===== config.mk =====
export PLATFORM = sky130hd
export DESIGN_NAME = mc_control_fsm
export DESIGN_NICKNAME = d
export VERILOG_FILES = /design/src/rtl/mc_control_fsm.sv
export SDC_FILE = /design/constraint.sdc
export NUM_CORES = 1
export LEC_CHECK = 0
export BUFFER_PORTS_ARGS = -buffer_cell sky130_fd_sc_hd__buf_2
export CORE_ASPECT_RATIO = 1.5
export CORE_MARGIN = 2
export CORE_UTILIZATION = 35
export DETAILED_ROUTE_END_ITERATION = 10
export GPL_ROUTABILITY_DRIVEN = 0
export GPL_TIMING_DRIVEN = 0
export HOLD_SLACK_MARGIN = 0.12
export PLACE_DENSITY_LB_ADDON = 0.05
export SYNTH_ARGS = -nofsm -noshare
export SYNTH_HDL_FRONTEND = slang
export SYNTH_SLANG_ARGS = --single-unit

===== constraint.sdc =====
create_clock -name clk -period 3.3 [get_ports clk]
set_clock_uncertainty 0.15 [all_clocks]
set_input_delay 0.165 -clock clk [delete_from_list [all_inputs] [get_ports clk]]
set_output_delay 0.165 -clock clk [all_outputs]
set_load 0.005 [all_outputs]

===== src/rtl/mc_control_fsm.sv =====
// Multi-cycle MIPS control unit: a Moore FSM that sequences fetch/decode/execute/memory/writeback,
// with a MemReady handshake and a wait-state timeout on every memory access.
module mc_control_fsm #(
  parameter int MEM_HANDSHAKE = 1,
  parameter int TIMEOUT       = 15,
  parameter int ENABLE_BNE    = 1,
  parameter int CW            = 4
) (
  input  logic       clk,
  input  logic       reset,
  input  logic [5:0] OpCode,
  input  logic       MemReady,
  output logic       IorD,
  output logic       MemRead,
  output logic       MemWrite,
  output logic       IRWrite,
  output logic       PCWrite,
  output logic       Branch,
  output logic       BranchNe,
  output logic       RegDst,
  output logic       MemtoReg,
  output logic       RegWrite,
  output logic       ALUSrcA,
  output logic [1:0] ALUSrcB,
  output logic [1:0] ALUOp,
  output logic [1:0] PCSrc,
  output logic       IllegalOp,
  output logic       MemError,
  output logic [3:0] State
);

  typedef enum logic [3:0] {
    FETCH   = 4'd0,
    DECODE  = 4'd1,
    MEMADR  = 4'd2,
    MEMRD   = 4'd3,
    MEMWB   = 4'd4,
    MEMWR   = 4'd5,
    EXECUTE = 4'd6,
    ALUWB   = 4'd7,
    BRANCH  = 4'd8,
    IMMEXEC = 4'd9,
    IMMWB   = 4'd10,
    JUMP    = 4'd11,
    ERROR   = 4'd12
  } state_t;

  localparam logic [5:0] OP_RTYPE = 6'b000000;
  localparam logic [5:0] OP_LW    = 6'b100011;
  localparam logic [5:0] OP_SW    = 6'b101011;
  localparam logic [5:0] OP_BEQ   = 6'b000100;
  localparam logic [5:0] OP_BNE   = 6'b000101;
  localparam logic [5:0] OP_ADDI  = 6'b001000;
  localparam logic [5:0] OP_SLTI  = 6'b001010;
  localparam logic [5:0] OP_ANDI  = 6'b001100;
  localparam logic [5:0] OP_ORI   = 6'b001101;
  localparam logic [5:0] OP_XORI  = 6'b001110;
  localparam logic [5:0] OP_J     = 6'b000010;

  localparam logic [CW-1:0] TO_LAST = (TIMEOUT > 0) ? CW'(TIMEOUT - 1) : {CW{1'b0}};

  state_t        state, stateNext;
  logic [CW-1:0] waitCnt;
  logic          errIsMem, errIsMemNext;
  logic          memState, memDone, timedOut;
  logic          irWriteRaw, pcWriteRaw, regWriteRaw, memWriteRaw, illegalRaw, memErrorRaw;

  assign memState = (state == FETCH) || (state == MEMRD) || (state == MEMWR);
  assign memDone  = (MEM_HANDSHAKE == 0) || MemReady;
  // A ready on the last allowed wait cycle still completes normally.
  assign timedOut = (MEM_HANDSHAKE != 0) && (TIMEOUT > 0) && memState && !MemReady
                    && (waitCnt == TO_LAST);

  // State, wait counter and error-cause register
  always_ff @(posedge clk or posedge reset) begin
    if (reset) begin
      state    <= FETCH;
      waitCnt  <= {CW{1'b0}};
      errIsMem <= 1'b0;
    end else begin
      state    <= stateNext;
      errIsMem <= errIsMemNext;
      if (stateNext != state) begin
        waitCnt <= {CW{1'b0}};
      end else if (memState && !MemReady) begin
        waitCnt <= waitCnt + CW'(1);
      end else begin
        waitCnt <= waitCnt;
      end
    end
  end

  // Next-state decode
  always_comb begin
    stateNext    = state;
    errIsMemNext = errIsMem;
    case (state)
      FETCH: begin
        if (timedOut) begin
          stateNext    = ERROR;
          errIsMemNext = 1'b1;
        end else if (memDone) begin
          stateNext = DECODE;
        end else begin
          stateNext = FETCH;
        end
      end
      DECODE: begin
        errIsMemNext = 1'b0;
        case (OpCode)
          OP_RTYPE:                                  stateNext = EXECUTE;
          OP_LW, OP_SW:                              stateNext = MEMADR;
          OP_BEQ:                                    stateNext = BRANCH;
          OP_BNE:                                    stateNext = (ENABLE_BNE != 0) ? BRANCH : ERROR;
          OP_ADDI, OP_SLTI, OP_ANDI, OP_ORI, OP_XORI: stateNext = IMMEXEC;
          OP_J:                                      stateNext = JUMP;
          default:                                   stateNext = ERROR;
        endcase
      end
      MEMADR: stateNext = (OpCode == OP_LW) ? MEMRD : MEMWR;
      MEMRD: begin
        if (timedOut) begin
          stateNext    = ERROR;
          errIsMemNext = 1'b1;
        end else if (memDone) begin
          stateNext = MEMWB;
        end else begin
          stateNext = MEMRD;
        end
      end
      MEMWR: begin
        if (timedOut) begin
          stateNext    = ERROR;
          errIsMemNext = 1'b1;
        end else if (memDone) begin
          stateNext = FETCH;
        end else begin
          stateNext = MEMWR;
        end
      end
      EXECUTE: stateNext = ALUWB;
      IMMEXEC: stateNext = IMMWB;
      default: stateNext = FETCH;
    endcase
  end

  // Moore output decode; write strobes are gated by reset below
  always_comb begin
    IorD        = 1'b0;
    MemRead     = 1'b0;
    memWriteRaw = 1'b0;
    irWriteRaw  = 1'b0;
    pcWriteRaw  = 1'b0;
    Branch      = 1'b0;
    BranchNe    = 1'b0;
    RegDst      = 1'b0;
    MemtoReg    = 1'b0;
    regWriteRaw = 1'b0;
    ALUSrcA     = 1'b0;
    ALUSrcB     = 2'b00;
    ALUOp       = 2'b00;
    PCSrc       = 2'b00;
    illegalRaw  = 1'b0;
    memErrorRaw = 1'b0;
    case (state)
      FETCH: begin
        MemRead    = 1'b1;
        ALUSrcB    = 2'b01;
        irWriteRaw = memDone;
        pcWriteRaw = memDone;
      end
      DECODE: ALUSrcB = 2'b11;
      MEMADR: begin
        ALUSrcA = 1'b1;
        ALUSrcB = 2'b10;
      end
      MEMRD: begin
        IorD    = 1'b1;
        MemRead = 1'b1;
      end
      MEMWB: begin
        MemtoReg    = 1'b1;
        regWriteRaw = 1'b1;
      end
      MEMWR: begin
        IorD        = 1'b1;
        memWriteRaw = 1'b1;
      end
      EXECUTE: begin
        ALUSrcA = 1'b1;
        ALUOp   = 2'b10;
      end
      ALUWB: begin
        RegDst      = 1'b1;
        regWriteRaw = 1'b1;
      end
      BRANCH: begin
        ALUSrcA  = 1'b1;
        ALUOp    = 2'b01;
        PCSrc    = 2'b01;
        Branch   = (OpCode == OP_BEQ);
        BranchNe = (OpCode == OP_BNE) && (ENABLE_BNE != 0);
      end
      IMMEXEC: begin
        ALUSrcA = 1'b1;
        ALUSrcB = 2'b10;
        ALUOp   = (OpCode == OP_ADDI) ? 2'b00 : 2'b11;
      end
      IMMWB: regWriteRaw = 1'b1;
      JUMP: begin
        PCSrc      = 2'b10;
        pcWriteRaw = 1'b1;
      end
      ERROR: begin
        illegalRaw  = ~errIsMem;
        memErrorRaw = errIsMem;
      end
      default: begin
        IorD = 1'b0;
      end
    endcase
  end

  assign IRWrite   = irWriteRaw  & ~reset;
  assign PCWrite   = pcWriteRaw  & ~reset;
  assign RegWrite  = regWriteRaw & ~reset;
  assign MemWrite  = memWriteRaw & ~reset;
  assign IllegalOp = illegalRaw  & ~reset;
  assign MemError  = memErrorRaw & ~reset;
  assign State     = state;

endmodule

==> results of run 1 <==
==> metrics by stage <==
step                instances  hold slack (ns)  worst slack, ns
floorplan                 124          -0.1487            1.394
global placement          177          0.03626            1.206
detailed placement        177          0.03866            1.166
CTS                       182           0.2033           0.8663
global route              182           0.2737           0.7405
finish                    182           0.2067           0.9024
==> placed cells by master, fill, tap and decap left out, drive strengths merged, types with 3 or more instances in the layout <==
cell type	instances
buf	34
nor2	20
dfrtp	9
nand2	9
o21ai	8
inv	7
nor3	7
nor2b	6
clkbuf	6
a21oi	5
nand2b	5
and3	5
xor2	3
nand3	3
==> kinds of logic (layout without fill, tap and decap cells) <==
group           count (synthesis)  after routing  synth area share
mux                             1              1           0.01088
flops                           9              9            0.2449
xor+xnor                        5              5           0.04763
fa+ha+maj                       2              2           0.02721
compound gates                 27             27            0.2150
buf+inv                        14             48           0.08980
simple gates                   66             66            0.3646
==> synthesized netlist by cell type (3+ instances only) <==
cell type  count
nand2b_1       5
inv_1          7
and3_1         4
dfrtp_1        9
nor2_1        20
nand3_1        3
a21oi_1        5
nand2_1        9
nor2b_1        6
buf_6          3
xor2_1         3
o21ai_0        8
nor3_1         7
==> path summary, 6_finish.rpt <==
check	start	to	slack (ns)	cells past startpoint
setup / recovery	State[0]	BranchNe	0.90	6
hold / removal	OpCode[5]	State[0]	0.21	4
setup reg to reg	State[2]	waitCnt[3]	1.27	6
hold reg to reg	errIsMem	errIsMem	0.41	2
max in group asynchronous	reset	waitCnt[2]	2.41	3
min in group asynchronous	reset	waitCnt[1]	0.32	3
==> final cells by class <==
type / instances / share of cell area
multi-input cells: 101 / 0.5409
flip-flops and latches: 9 / 0.1991
repair buffers: 30 / 0.1372
plain buffers: 7 / 0.04978
well taps: 24 / 0.02655
clock buffers: 4 / 0.02323
inverters: 7 / 0.02323
==> registers in the layout (all words and copies together), names as in the netlist <==
register  cells
waitCnt       4
State         4
errIsMem      1
==> metal layers <==
| layer | vias to the layer above | GRT usage | part of all wire |
|---|---|---|---|
| li1 | 506 | - | - |
| met2 | 18 | 0.3403 | 0.57 |
| met5 | - | 0 | 0 |
| met3 | 2 | 0.02168 | 0.032 |
| met4 | 0 | 0.08214 | 0.0062 |
| met1 | 471 | 0.2222 | 0.39 |
==> critical path, delay by kind of cell, from the launching register on <==
kind,cells,cell delay [ns]
DFF,1,0.39
buffers and inverters,2,0.32
and+or+nand+nor,4,1.12
==> power by group through the flow <==
stage / registers, mW / logic (mW) / clock network, mW
2_1_floorplan: 0.157 / 0.302 / 0
3_3_place_gp: 0.160 / 0.456 / 0
3_5_place_dp: 0.162 / 0.454 / 0
4_1_cts: 0.160 / 0.459 / 0.0867
5_1_grt: 0.165 / 0.515 / 0.0956
6_report: 0.159 / 0.454 / 0.0805
==> results by group, run 1 <==
Yosys
  – Syn nets: 135
  – Avg Synthesized Cell Area: 7.416 um^2
  – Post-synthesis async set-or-reset flop share: 1.000
  – Area share of the largest cell type after synthesis: 0.2449
  – Main synth FF type: dfrtp_1
  – Yosys warnings: 0
  – Sequential fraction of the synthesis area: 0.2449
  – Mapped Area: 919.6 um^2
  – Cell variety after synth: 39
  – Most area-hungry cell type in the Yosys netlist: dfrtp_1
  – #FFs+latches synth: 9
  – Synth Instances: 124
  – Post-synth EDFFs: 0
  – Top cells by area, synth: dfrtp_1 24%, nor2_1 8.2%, o21ai_0 4.4%

Clocking
  – Clock slew at reported path FFs: 0.06 ns
  – CTS sink count: 9
  – CTS max path bufs: 2
  – Post-CTS setup buffers: 0
  – Cts hold-fix bufs: 1
  – Clk_lat worst skew: 0.25 ns
  – CTS root buf: clkbuf_4
  – H-tree Lvls: 1
  – Num CTS Buffers: 3
  – Post-cts sizing count: 0
  – CTS tree: built

Pwr
  – Comb pwr share: 0.655
  – Cell Pwr Density: 613.0 nW/um^2
  – Clock power frac: 0.116
  – Tot Pwr: 693.4 uW
  – Sw Ratio: 0.4638
  – NetSw: 321.6 uW
  – Internal Power: 371.8 uW
  – P_leak: 0.5789 nW
  – Peak supply drop: 0.3830 mV
  – Flop pwr share: 0.229

Floorplanning
  – Core region area: 2477 um^2
  – IO Count: 32
  – Initial core utilization: 0.3712
  – Die span in x: 45.86 um
  – Die area: 3062 um^2
  – Die Y: 66.78 um
  – Row count: 22

Global route
  – Initial antenna violation count: 0
  – Vias in the first global route: 990
  – First-pass GRT wire length: 4374 um
  – Total global routing overflow: 0
  – Largest net degree at the start of global routing: 11
  – All-Layer GR Usage: 0.1927

Route
  – Post-route ant nets: 0
  – Via count: 997
  – Iter 0 DRT Violations: 10
  – First-pass DRT Iterations: 4
  – Via density: 5.478
  – Routed WL per cell: 14.10 um
  – Routed WL: 2566 um
  – Residual DRC: 0

STA
  – Sum Neg Setup Slack: 0 ns
  – Worst-Margin Slew: 0.5718 ns
  – Relative slew slack: 0.6179
  – Final hold violation count: 0
  – Crit path time final: 2.398 ns
  – Setup violations, final: 0
  – Final clock period utilization by the worst path: 0.7265
  – Max Fclk: 0.4171 GHz
  – RSZ-0062 raised after global routing: no
  – Slew Limit Fails: 0

Placement
  – Port bufs: 29
  – DP Area: 1095 um^2
  – Hpwl dp: 2068 um

Finish
  – Ant. Diodes: 0
  – Post-route cell area: 1131 um^2
  – Reg area: 225.2 um^2
  – Net count, final: 170
  – Layout area overhead: 22.99%
  – Layout cells sized above 1: 0.2658
  – Multi-input gate area: 611.8 um^2
  – Fillers: 279
  – Final Util: 0.4566

Critical path
  – CP required: 2.98 ns
  – Critical Path Max Stage Delay: 0.39 ns
  – Nature of the critical path endpoint: primary output
  – CP max-delay cell: dfrtp_1
  – Data arrival time of the critical path: 2.08 ns
  – Most used cell, CP: or2_2
  – Setup Crit Path Kind: flip-flop to primary output
  – Crit path cell chain: clkbuf_1 -> or2_2 -> or2_2 -> nor4_1 -> and3_2 -> buf_2
  – Critical Path Source Type: flip-flop
  – CP Max Fanout: 10

Status
  – Status: completed

Flow run
  – Max cap viols: 0

Hold path
  – Worst hold path type: input pin to flip-flop
No activity file was read; power rests on OpenSTA's default activity.
==> inputs of run 2 (changes only) <==
clock period = 2 ns   (was 3.3 ns; I/O delays follow)
==> results by group, run 2 (synthesis results as in run 1) <==
Status
  – Status: completed

Clocking
  – Clk_lat worst skew: 0.26 ns
  – CTS sink count: 9
  – CTS tree: built
  – CTS max path bufs: 2
  – Num CTS Buffers: 3
  – CTS root buf: clkbuf_4
  – Clock slew at reported path FFs: 0.06 ns
  – H-tree Lvls: 1

Critical path
  – Reg2reg start: State[1]
  – FF-to-FF setup slack: 0.13 ns
  – Worst Setup SP: State[1]
  – CP required: 1.75 ns
  – CP Capture Point: BranchNe
  – Most used cell, CP: or2_4
  – Buf/Inv on CP: 1
  – Worst path depth: 5
  – Crit path cell chain: or2_4 -> or2_4 -> nor4_4 -> and3_2 -> buf_2
  – Nature of the critical path endpoint: primary output
  – FF-to-FF End: State[2]
  – Data arrival time of the critical path: 1.74 ns
  – CP Max Fanout: 6
  – Critical Path Source Type: flip-flop
  – Delay-heaviest family, CP: simple AND/OR/NAND/NOR gates
  – Setup Crit Path Kind: flip-flop to primary output
  – Critical Path Max Stage Delay: 0.44 ns
  – R2R cell count: 5
  – CP max-delay cell: dfrtp_2

Placement
  – Hpwl dp: 2068 um
  – Pre-CTS setup slack: -0.06946 ns
  – Port bufs: 29

Global route
  – All-Layer GR Usage: 0.1986
  – Initial antenna violation count: 0
  – Total global routing overflow: 0
  – Largest net degree at the start of global routing: 11
  – Vias in the first global route: 998
  – First-pass GRT wire length: 4498 um

STA
  – Fin worst setup slack: 0.01437 ns
  – Final clock period utilization by the worst path: 0.9928
  – Final hold violation count: 0
  – Crit path time final: 1.986 ns
  – Relative slew slack: 0.6611
  – Sum Neg Setup Slack: 0 ns
  – Worst-Margin Slew: 0.5074 ns
  – RSZ-0062 raised after global routing: yes
  – Slew Limit Fails: 0
  – Setup violations, final: 0
  – Max Fclk: 0.5036 GHz

Route
  – Routed WL: 2638 um
  – Routed WL per cell: 14.18 um
  – Via density: 5.586
  – Via count: 1,039
  – Post-route ant nets: 0
  – First-pass DRT Iterations: 4
  – Iter 0 DRT Violations: 17
  – Residual DRC: 0

Finish
  – Ant. Diodes: 0
  – Most common cell after layout, fill and taps aside: buf_2
  – Layout cells sized above 1: 0.3333
  – Fillers: 270
  – Layout area overhead: 31.84%
  – Net count, final: 174
  – Most frequent cells in the layout: 29 x buf_2, 20 x nor2_1, 9 x nand2_1

Floorplanning
  – Die span in x: 45.86 um
  – Die area: 3062 um^2
  – Core region area: 2477 um^2
  – Die Y: 66.78 um
  – Row count: 22
  – Initial core utilization: 0.3712
  – IO Count: 32

Pwr
  – Peak supply drop: 0.6645 mV
  – Cell Pwr Density: 1055 nW/um^2
  – P_leak: 0.6025 nW

Flow run
  – Max cap viols: 0

Hold path
  – Worst hold path type: input pin to flip-flop
## run 2: changes by cell type in the layout (fill, tap and decap cells not counted), sizes merged
cell    delta
buf        +6
clkbuf     -2
## run 2: how the worst min path moves through the flow
stage / start / endpoint / slack [ns] / depth (start not counted)
2_1_floorplan: reset / State[0] / -0.21 / 1
5_1_grt: OpCode[0] / State[1] / 0.21 / 4
3_5_place_dp: reset / errIsMem / -0.03 / 2
3_3_place_gp: reset / errIsMem / -0.03 / 2
4_1_cts: MemReady / State[0] / 0.14 / 4
6_report: MemReady / State[0] / 0.15 / 4
## run 2: final cells by class
cell class                      instances  area [um^2]  area share
Multi-Input combinational cell        101        653.1      0.5387
Inverter                                7        26.28     0.02167
Buffer                                  5        48.80     0.04025
Clock buffer                            4        26.28     0.02167
Tap cell                               24        30.03     0.02477
Timing Repair Buffer                   36        200.2      0.1651
Sequential cell                         9        227.7      0.1878
## run 2: power by group
part           switching, mW  internal (mW)  leakage, nW
clock                 0.0618         0.0768       0.0150
combinational          0.455          0.407        0.468
sequential            0.0595          0.220        0.119
## run 2: metal layers
metal | routed length, um | up-vias | GRT usage
met2 | 1469 | 19 | 0.3559
li1 | - | 516 | -
met5 | 0 | - | 0
met1 | 1032 | 498 | 0.2305
met3 | 88 | 6 | 0.01897
met4 | 48 | 0 | 0.07500
## run 2: worst reg2reg max path, cell delays in order, from the launching register on
cell and delay (ns):
dfrtp_2 0.44, buf_4 0.15, xor2_1 0.17, o211a_2 0.31, and2_1 0.23, a211o_1 0.29
## run 2: repair_timing
action | CTS | global route
cloned | 0 | 0
hold endpoints to repair | 9 | 0
pin swaps | 0 | 5
buffers inserted | 2 | 4
hold buffers | 1 | 0
gates resized for setup | 7 | 6
setup endpoints to repair | 9 | 7
## run 2: through the flow
step / hold slack [ns] / util / total power, mW / cell area, um^2 / cells
global placement: -0.02874 / 0.4419 / 1.017 / 1095 / 177
detailed placement: -0.02634 / 0.4419 / 1.016 / 1095 / 177
finish: 0.1453 / 0.4894 / 1.279 / 1212 / 186
global route: 0.2086 / 0.4894 / 1.413 / 1212 / 186
CTS: 0.1422 / 0.4732 / 1.223 / 1172 / 183
floorplan: -0.2137 / - / 0.7576 / 919.6 / 124
==> inputs of run 3 (changes only) <==
ABC_AREA = 0   (was not set)
CELL_PAD_IN_SITES_DETAIL_PLACEMENT = 1   (was not set)
CELL_PAD_IN_SITES_GLOBAL_PLACEMENT = 1   (was not set)
CORE_MARGIN = not set   (was 2)
CORE_UTILIZATION = 31   (was 35)
==> results by group, run 3 (synthesis results as in run 1) <==
Clocking
  – Clk_lat worst skew: 0.23 ns
  – Clock slew at reported path FFs: 0.04 ns
  – CTS root buf: clkbuf_8
  – CTS max path bufs: 2
  – H-tree Lvls: 1
  – Num CTS Buffers: 3
  – CTS sink count: 9
  – CTS tree: built

Floorplanning
  – Core region area: 2734 um^2
  – Die area: 3193 um^2
  – Initial core utilization: 0.3364
  – Die span in x: 46.47 um
  – IO Count: 32
  – Die Y: 68.71 um
  – Row count: 23

Route
  – Iter 0 DRT Violations: 22
  – Post-route ant nets: 0
  – Residual DRC: 0
  – Routed WL per cell: 15.91 um
  – Routed WL: 3150 um
  – Via density: 5.293
  – First-pass DRT Iterations: 4
  – Via count: 1,048

STA
  – Relative slew slack: 0.7326
  – Hold slack: 0.1789 ns
  – Max Fclk: 0.5131 GHz
  – Crit path time final: 1.949 ns
  – RSZ-0062 raised after global routing: yes
  – Worst-Margin Slew: 0.3979 ns
  – Setup violations, final: 0
  – Sum Neg Setup Slack: 0 ns
  – Slew Limit Fails: 0
  – Final clock period utilization by the worst path: 0.9744
  – Final hold violation count: 0

Critical path
  – CP required: 1.75 ns
  – Data arrival time of the critical path: 1.70 ns
  – CP Max Fanout: 2
  – Critical Path Source Type: flip-flop
  – Nature of the critical path endpoint: primary output
  – Setup Crit Path Kind: flip-flop to primary output

Global route
  – Initial antenna violation count: 0
  – First-pass GRT wire length: 4830 um
  – Total global routing overflow: 0
  – Largest net degree at the start of global routing: 11
  – All-Layer GR Usage: 0.2131
  – Vias in the first global route: 1,073

Finish
  – Most frequent cells in the layout: 28 x buf_2, 20 x nor2_1, 9 x nand2_1
  – Layout area overhead: 38.78%
  – Final Util: 0.4668
  – Net count, final: 173
  – Layout cells sized above 1: 0.3292
  – Final Instance Count excl. Fillers: 198
  – Ant. Diodes: 0
  – Most common cell after layout, fill and taps aside: buf_2

Placement
  – Port bufs: 29
  – Hpwl dp: 2402 um
  – Dpl cells: 190

Hold path
  – Worst hold path type: input pin to flip-flop

Flow run
  – Max cap viols: 0

Status
  – Status: completed

Pwr
  – Peak supply drop: 0.5194 mV
  – P_leak: 0.6154 nW
  – Cell Pwr Density: 1089 nW/um^2
## run 3: layer usage
layer,track usage,share of wire,up-vias
met5,0,0,-
met4,0.07353,0.0086,0
met3,0.01823,0.016,4
met2,0.4236,0.60,17
met1,0.2167,0.38,516
li1,-,-,511
## run 3: area by class of cell
| cell class | count | area [um^2] |
|---|---|---|
| buffer | 6 | 62.56 |
| multi-input combinational | 101 | 676.9 |
| tap | 37 | 46.29 |
| inverter | 7 | 26.28 |
| fill | 371 | 1458 |
| sequential | 9 | 227.7 |
| clock buffer | 4 | 45.04 |
| timing repair buffer | 34 | 191.4 |
## run 3: worst paths after layout
check                          from        to  slack [ns]  cells past startpoint
min in group asynchronous     reset  State[0]        0.29                      3
hold / removal             MemReady  State[0]        0.18                      4
setup / recovery           State[0]  BranchNe        0.05                      6
setup reg to reg           State[0]  State[2]        0.10                      6
hold reg to reg            errIsMem  errIsMem        0.39                      2
max in group asynchronous     reset  State[2]        1.10                      3
## run 3: metrics by stage
step                      power, mW  setup WS [ns]  cell area (um^2)
final                         1.390        0.05118              1276
after global routing          1.505      -0.005460              1276
after CTS                     1.357       -0.02142              1246
after detailed placement      1.041        -0.1586              1111
after global placement        1.026        -0.1187              1111
after floorplan              0.7576         0.1591             919.6
## run 3: timing repair
item	4_1_cts	5_1_grt
resized for setup	12	5
setup buffers	4	0
hold endpoints to repair	9	0
endpoints found under the setup margin	9	4
hold buffers	1	0
pin swaps	4	3
## run 3: power by group
group	switching [mW]	leakage (nW)	total [mW]	internal [mW]
Sequential	0.0693	0.119	0.290	0.220
Clock	0.0666	0.0228	0.205	0.138
Combinational	0.485	0.474	0.895	0.410
## run 3: critical path, cell delays in order (launching register included)
cell	delay, ns
dfrtp_1	0.40
clkbuf_8	0.14
or2_4	0.22
or2_4	0.25
nor4_4	0.16
and3_4	0.22
buf_6	0.09
